File: src/rtl/pc_fetch_stage_if.sv
// Instruction-memory port of the fetch stage: address out, combinational read data back.
interface pc_fetch_stage_if;
    logic [31:0] imem_addr;
    logic [31:0] imem_rdata;

    modport master (
        output imem_addr,
        input  imem_rdata
    );

    modport slave (
        input  imem_addr,
        output imem_rdata
    );
endinterface

File: src/rtl/pc_fetch_stage.sv
// MIPS IF stage: program counter, next-PC selection and the IF/ID pipeline register.
// Kernel mode is carried in bit 31 of the PC and exposed from the ID-side PC+4.
module pc_fetch_stage #(
    parameter logic [31:0] RESET_PC = 32'h8000_0000,
    parameter logic [31:0] IRQ_VEC  = 32'h8000_0004,
    parameter logic [31:0] EXC_VEC  = 32'h8000_0008
) (
    input  logic                     clk,
    input  logic                     reset,
    input  logic                     stall,
    input  logic                     branch_taken_ex,
    input  logic [31:0]              branch_target_ex,
    input  logic [2:0]               pcsrc_id,
    input  logic [31:0]              jr_target_id,
    pc_fetch_stage_if.master         imem,
    output logic [31:0]              pc,
    output logic [31:0]              if_id_instr,
    output logic [31:0]              if_id_pc_plus4,
    output logic                     if_id_valid,
    output logic                     ker
);

    localparam logic [2:0] PCSRC_SEQ    = 3'b000;
    localparam logic [2:0] PCSRC_BRANCH = 3'b001;
    localparam logic [2:0] PCSRC_JUMP   = 3'b010;
    localparam logic [2:0] PCSRC_JR     = 3'b011;
    localparam logic [2:0] PCSRC_IRQ    = 3'b100;
    localparam logic [2:0] PCSRC_EXC    = 3'b101;

    logic [31:0] pc_q, pc_d;
    logic [31:0] instr_q, instr_d;
    logic [31:0] pc_plus4_q, pc_plus4_d;
    logic        valid_q, valid_d;

    logic [31:0] seq_pc;
    logic [31:0] redirect_target;
    logic        redirect_req;
    logic        redirect_take;

    // Bit 31 is the mode bit and never carries in from the +4.
    always_comb begin
        seq_pc = {pc_q[31], pc_q[30:0] + 31'd4};
    end

    // Decode the ID-stage redirect request; branches resolve in EX and are not handled here.
    always_comb begin
        redirect_req    = 1'b0;
        redirect_target = seq_pc;
        case (pcsrc_id)
            PCSRC_JUMP: begin
                redirect_req    = 1'b1;
                redirect_target = {pc_plus4_q[31:28], instr_q[25:0], 2'b00};
            end
            PCSRC_JR: begin
                redirect_req    = 1'b1;
                redirect_target = jr_target_id;
            end
            PCSRC_IRQ: begin
                redirect_req    = 1'b1;
                redirect_target = IRQ_VEC;
            end
            PCSRC_EXC: begin
                redirect_req    = 1'b1;
                redirect_target = EXC_VEC;
            end
            PCSRC_SEQ, PCSRC_BRANCH: begin
                redirect_req = 1'b0;
            end
            default: begin
                redirect_req = 1'b0;
            end
        endcase
        redirect_take = redirect_req & valid_q;
    end

    // Priority: EX branch, then stall, then ID redirect, then sequential fetch.
    always_comb begin
        pc_d       = pc_q;
        instr_d    = instr_q;
        pc_plus4_d = pc_plus4_q;
        valid_d    = valid_q;

        if (branch_taken_ex) begin
            pc_d       = branch_target_ex;
            instr_d    = 32'h0000_0000;
            pc_plus4_d = seq_pc;
            valid_d    = 1'b0;
        end else if (stall) begin
            pc_d       = pc_q;
            instr_d    = instr_q;
            pc_plus4_d = pc_plus4_q;
            valid_d    = valid_q;
        end else if (redirect_take) begin
            // Bubble still takes the fetched PC+4 so ker follows the current mode.
            pc_d       = redirect_target;
            instr_d    = 32'h0000_0000;
            pc_plus4_d = seq_pc;
            valid_d    = 1'b0;
        end else begin
            pc_d       = seq_pc;
            instr_d    = imem.imem_rdata;
            pc_plus4_d = seq_pc;
            valid_d    = 1'b1;
        end
    end

    always_ff @(posedge clk) begin
        if (reset) begin
            pc_q       <= RESET_PC;
            instr_q    <= 32'h0000_0000;
            pc_plus4_q <= RESET_PC;
            valid_q    <= 1'b0;
        end else begin
            pc_q       <= pc_d;
            instr_q    <= instr_d;
            pc_plus4_q <= pc_plus4_d;
            valid_q    <= valid_d;
        end
    end

    assign imem.imem_addr     = pc_q;
    assign pc                 = pc_q;
    assign if_id_instr        = instr_q;
    assign if_id_pc_plus4     = pc_plus4_q;
    assign if_id_valid        = valid_q;
    assign ker                = pc_plus4_q[31];

endmodule

File: src/flat_wrapper.sv
// flat-port wrapper written by rule: the top's interface ports become plain ports
module pc_fetch_stage_flat 
#(
    parameter logic [31:0] RESET_PC = 32'h8000_0000,
    parameter logic [31:0] IRQ_VEC  = 32'h8000_0004,
    parameter logic [31:0] EXC_VEC  = 32'h8000_0008
)
  (clk, reset, stall, branch_taken_ex, branch_target_ex, pcsrc_id, jr_target_id, pc, if_id_instr, if_id_pc_plus4, if_id_valid, ker, imem_imem_addr, imem_imem_rdata);
  pc_fetch_stage_if imem_i ();
  input  logic clk;
  input  logic reset;
  input  logic stall;
  input  logic branch_taken_ex;
  input  logic [31:0] branch_target_ex;
  input  logic [2:0] pcsrc_id;
  input  logic [31:0] jr_target_id;
  output logic [31:0] pc;
  output logic [31:0] if_id_instr;
  output logic [31:0] if_id_pc_plus4;
  output logic if_id_valid;
  output logic ker;
  output wire logic [$bits(imem_i.imem_addr)-1:0] imem_imem_addr;
  input wire logic [$bits(imem_i.imem_rdata)-1:0] imem_imem_rdata;
  assign imem_imem_addr = imem_i.imem_addr;
  assign imem_i.imem_rdata = imem_imem_rdata;
  pc_fetch_stage #(.RESET_PC(RESET_PC), .IRQ_VEC(IRQ_VEC), .EXC_VEC(EXC_VEC)) u_core (.clk(clk), .reset(reset), .stall(stall), .branch_taken_ex(branch_taken_ex), .branch_target_ex(branch_target_ex), .pcsrc_id(pcsrc_id), .jr_target_id(jr_target_id), .imem(imem_i), .pc(pc), .if_id_instr(if_id_instr), .if_id_pc_plus4(if_id_pc_plus4), .if_id_valid(if_id_valid), .ker(ker));
endmodule
File: config.mk
export PLATFORM = sky130hd
export DESIGN_NAME = pc_fetch_stage_flat
export DESIGN_NICKNAME = d
export VERILOG_FILES = /design/src/rtl/pc_fetch_stage_if.sv /design/src/rtl/pc_fetch_stage.sv /design/src/flat_wrapper.sv
export SDC_FILE = /design/constraint.sdc
export NUM_CORES = 1
export LEC_CHECK = 0
export BUFFER_PORTS_ARGS = -buffer_cell sky130_fd_sc_hd__buf_2
export CAP_MARGIN = 15
export CORE_ASPECT_RATIO = 0.7
export CORE_MARGIN = 2
export CORE_UTILIZATION = 35
export CTS_CLUSTER_SIZE = 28
export DETAILED_ROUTE_END_ITERATION = 10
export GPL_TIMING_DRIVEN = 0
export SLEW_MARGIN = 20
export SYNTH_ARGS = -nofsm -noshare
export SYNTH_HDL_FRONTEND = slang
export SYNTH_SLANG_ARGS = --single-unit
File: constraint.sdc
create_clock -name clk -period 2.13 [get_ports clk]
set_input_delay 0.5325 -clock clk [delete_from_list [all_inputs] [get_ports clk]]
set_output_delay 0.5325 -clock clk [all_outputs]
set_load 0.05 [all_outputs]
# Yosys cells after proc, flatten, opt, wreduce, memory -nomap -nowiden
# Cells that the tools add are included.
[word_totals]
out_inout_bits = 130
input_bits = 103
regBits = 97
word_cells = 26
[classes]
reduce_logical = 5
bitwise = 1
n_mux = 9
eq_ne = 5
addsub = 1
[op_table]
columns = ["op", "n"]
rows = [
  ["$mux 32", 6],
  ["$pmux 32 s4", 1],
  ["$add 31x3->31 const B", 1],
  ["$eq 3x2->1 const B", 2],
  ["$eq 3x3->1 const B", 2],
  ["$reduce_bool 5->1", 1],
  ["$reduce_or 4->1", 1],
  ["$reduce_and 3->1", 1],
  ["$mux 1", 2],
  ["$ne 2x1->1 const B", 1],
  ["$reduce_bool 2->1", 1],
  ["$reduce_or 2->1", 1],
  ["$and 1x1->1", 1],
]

# Depth between registers and ports, before layout
[logic_depth]
word_depth = 7
depth_mapped = 7
depth_no_buf = 6

# Worst setup path after synthesis
# OpenSTA, ideal clock, no wires.
[synth_timing]
kind = "register to register"
from = "reg u_core.pc_q[2], in the netlist u_core.imem.imem_addr[2]"
to = "reg u_core.pc_q[20], in the netlist u_core.imem.imem_addr[20]"
setup_ps = 103
arrival_time_ps = 2242
t_required_ps = 2027
stages_incl_launch_ff = 7
path_buffers = 1
setup_slack_ps = -215
synth_period_minus_slack_ps = 2345
cell_sequence = "dfxtp_1 -> ha_1 -> clkbuf_1 -> nand3_1 -> nor3_1 -> xnor2_1 -> a2111oi_2"
[synth_between]
elab_chain_len = 5
[synth_lines]
columns = ["element", "line", "text"]
rows = [
  ["start: declaration", "pc_fetch_stage.sv:30", "logic [31:0] pc_q, pc_d;"],
  ["start signal: assignment", "pc_fetch_stage.sv:114", "pc_q <= pc_d;"],
  ["$add 31x3->31 *", "pc_fetch_stage.sv:42", "seq_pc = {pc_q[31], pc_q[30:0] + 31'd4};"],
  ["$pmux 32 s4", "pc_fetch_stage.sv:49", "case (pcsrc_id)"],
  ["$mux 32 *", "pc_fetch_stage.sv:93", "end else if (redirect_take) begin"],
  ["$mux 32 *", "pc_fetch_stage.sv:88", "end else if (stall) begin"],
  ["$mux 32 *", "pc_fetch_stage.sv:83", "if (branch_taken_ex) begin"],
]
# Every way passes the cells marked *; elsewhere a longest branch is shown, timed or not. The select of a mux whose other input is x is not followed.
# A chain may end at the register's enable or synchronous reset.

# Worst setup path after layout
[layout_timing]
from = "in pcsrc_id[2]"
to = "reg u_core.instr_q[19], in the netlist u_core.if_id_instr[19]"
[layout_between]
elab_chain_len = 5
word_cells_on_any_way = 8
classes_between = "4 x eq/ne; 2 x mux; 1 x bitwise; 1 x reduce/logical"
[layout_lines]
columns = ["element", "line", "text"]
rows = [
  ["start: declaration", "flat_wrapper.sv:15", "input logic [2:0] pcsrc_id;"],
  ["$eq 3x2->1 / $eq 3x3->1 (equally long branches)", "pc_fetch_stage.sv:49", ""],
  ["$reduce_or 4->1 (no source line) *", "--", ""],
  ["$mux 1 *", "pc_fetch_stage.sv:49", ""],
  ["$and 1x1->1 *", "pc_fetch_stage.sv:73", "redirect_take = redirect_req & valid_q;"],
  ["$mux 32 *", "pc_fetch_stage.sv:93", ""],
  ["end signal: assignment", "pc_fetch_stage.sv:115", "instr_q <= instr_d;"],
  ["end: declaration", "pc_fetch_stage.sv:31", "logic [31:0] instr_q, instr_d;"],
]
# Every way passes the cells marked *; elsewhere a longest branch is shown, timed or not.

==> metrics <==
Finished Core Util 46.81%; fillers 1640; setup tns final 0 ps; Slew Viols, Final 0; Unique masters post-synth 58; DRC Markers 0; Cell Count Post-Placement 1109; Startpoint Class input port; Worst-Margin Slew 781.0 ps; outcome finished clean; Final period util 98.58%; PwrDens 703.4 nW/µm²; setup violators final 0; Max Clk Rate 476.3 MHz; critical path data arrival time 2380 ps; worst stage delay on the critical path 420 ps; largest net degree at the start of global routing 17; RSZ-0062 raised after global routing true; # IOs 233; Max Cap Viol 0; sequential area share after synthesis 35.65%; Finished Layout Cells 1124; end of the critical path u_core.if_id_instr[19]; commonest non-fill, non-tap cell in the layout buf_2; Final Instance Area 7189 µm²; static leakage 3.249 nW; vias in the first global route 5825; CTS Sinks 97; Port Buffer Count 228; root buf cell clkbuf_16; Num CTS Buffers 9; highest-count cells in the layout ignoring fill and taps 232 x buf_2, 89 x a21oi_1, 85 x dfxtp_1, 74 x nand2_1, 46 x nand3_1; Crit. End Element flop; CTS tree built; IR Drop Worst-Case VDD 0.0004317 V; R2R depth 6; Area growth, synth to finish 31.97%; Syn Std Cell Area 5448 µm²; initial antenna violation count 1; DR iter-0 viols 481; Die Ht 108.4 µm; ys flop type dfxtp_1; register-to-register setup slack 110 ps; CP max FO 10; GP Congestion 0.8858; Slowest cell on crit path clkbuf_1; Seq cells post-synth 97; worst hold slack 406.9 ps; worst clock skew 10.09 ps; number of flops mapped to enable cells by yosys 0; Worst-path clk slew 70 ps; Max-slew headroom 47.94%; Clock Latency Late Sink 360 ps; Setup CP Type input port to flop; die width 153.1 µm; worst-path cell chain clkbuf_1 > xor2_2 > nand2_1 > clkbuf_2 > clkbuf_1 > nand3_1 > a21oi_1; Worst R2R End u_core.imem.imem_addr[25]; CTS HTree Levels 3; Wirelength per Cell 20.14 µm; Rows 38; HP Class input port to flop; Starting Density 35.47%; DR pass1 iterations 5; Syn. warnings 0; layout cells sized above 1 36.19%; vias per cell 5.473; Core Footprint 15360 µm²; final hold vios 0; fin nets 1022; reg-to-reg startpoint u_core.imem.imem_addr[5]; DP HPWL 17110 µm; vias 6152; Routed WL 22640 µm; cells after synthesis 681; Post-CTS Hold Buffers 0; WP data required 2410 ps; post-route minimum period 2100 ps; asr flop ratio synth 0%; post-route ant nets 0; CP startpoint pcsrc_id[2]; GRT overflow 0; Avg Inst Size Synth 8.000 µm²; placed instance area 6848 µm²; Max clock buf depth 2; critical path's most frequent cell clkbuf_1; die area 16590 µm²; GRT Overall Usage 26.96%; first-pass GRT wire length 34260 µm; Synthesized Nets 785
-- where the power goes --
part           internal (W)  total [W]  leakage (nW)  switching (W)
sequential          0.00192    0.00206         0.801       0.000138
combinational      0.000416    0.00140          2.31       0.000989
clock              0.000827    0.00159         0.138       0.000765
-- metal layers --
metal  GRT usage (%)  wire [µm]  vias to the layer above
li1                -          -                     2905
met3           5.411       2124                       28
met2           41.33       9550                      338
met5               0          0                        -
met1           38.78      10570                     2881
met4           6.812        395                        0
-- state kept, by name, summed over array words and instances, names as in the netlist --
name                   cells
u_core.if_id_instr        32
u_core.if_id_pc_plus4     32
u_core.if_id_valid         1
u_core.imem.imem_addr     32
-- repair_timing --
action,in CTS,in global routing
gates cloned,0,0
buffers inserted,0,0
setup endpoints to repair,57,52
hold endpoints to repair,0,0
gates resized for setup,8,19
-- critical path, delay by kind of cell --
kind,cells,cell delay (ps)
and+or+nand+nor,2,290
xor gates and xnor gates,1,220
buffers and inverters,3,1170
AOI/OAI and AO/OA,1,160
-- worst min-delay path by stage --
stage / from / cells past startpoint / slack [ps] / endpoint
after detailed placement: u_core.if_id_instr[26] / 2 / 450 / u_core.if_id_instr[26]
after global routing: branch_target_ex[0] / 2 / 400 / u_core.imem.imem_addr[0]
after CTS: branch_target_ex[12] / 3 / 400 / u_core.imem.imem_addr[12]
final: branch_target_ex[0] / 2 / 410 / u_core.imem.imem_addr[0]
after floorplan: u_core.imem.imem_addr[0] / 2 / 460 / u_core.if_id_pc_plus4[0]
after global placement: u_core.if_id_pc_plus4[1] / 2 / 440 / u_core.if_id_pc_plus4[1]
-- layout make-up --
class,instances,area [µm²],share of cell area (%)
antenna,1,2.502,0.03481
tap,200,250.2,3.481
inverter,8,30.03,0.4177
buffer,89,493.0,6.857
sequential,97,1959,27.25
timing repair buffer,228,1141,15.87
clock inverter,6,43.79,0.6091
clock buffer,10,239.0,3.324
multi-input combinational,485,3030,42.15
-- logic make-up (layout without fill, tap and decap cells) --
family          after synthesis  count (layout)  synth area share [%]
mux                          32              32                 6.086
compound gates              203             203                 23.24
other cells                   0               1                     0
flops                        97              97                 35.65
xor+xnor                     26              26                 4.180
simple gates                223             223                 21.08
buf+inv                      99             341                 9.532
fa+ha+maj                     1               1                0.2296
-- stage by stage --
stage,setup slack (ps),power [W]
after floorplan,7.049,0.003040
after global placement,-687.8,0.003475
after detailed placement,-674.6,0.003478
after CTS,5.736,0.005051
after global routing,-119.0,0.005254
final,30.35,0.005057
-- synth_stat cells, types with 2 or more instances --
cell type	n	share of area, %
o31ai_1	4	0.55
a21o_1	2	0.28
buf_1	8	0.55
nor4_1	3	0.34
xnor2_1	20	3.2
o21a_1	6	0.83
a31oi_1	3	0.34
xor2_1	6	0.96
buf_2	4	0.37
o311a_1	2	0.37
and3_1	6	0.69
a21oi_1	90	8.3
buf_4	36	5.0
a2111oi_0	4	0.64
nor2b_1	5	0.57
or4_1	3	0.41
o21ai_0	38	3.5
nand3_1	47	4.3
a211oi_1	11	1.5
nor4_4	4	1.6
nor3_1	8	0.73
a221oi_1	3	0.48
dfxtp_1	97	36
inv_1	7	0.48
o211ai_1	5	0.69
and4_1	4	0.64
nor2_1	38	2.6
a311oi_1	5	0.80
mux2_2	9	1.9
o31a_1	3	0.48
nand2b_1	4	0.46
o22ai_1	4	0.46
and2_1	6	0.69
nand2_1	75	5.2
o221ai_1	11	1.8
mux2i_1	23	4.2
o211a_1	5	0.92
clkbuf_1	42	2.9
nand4_1	11	1.3
No activity file was read; power rests on OpenSTA's default activity.
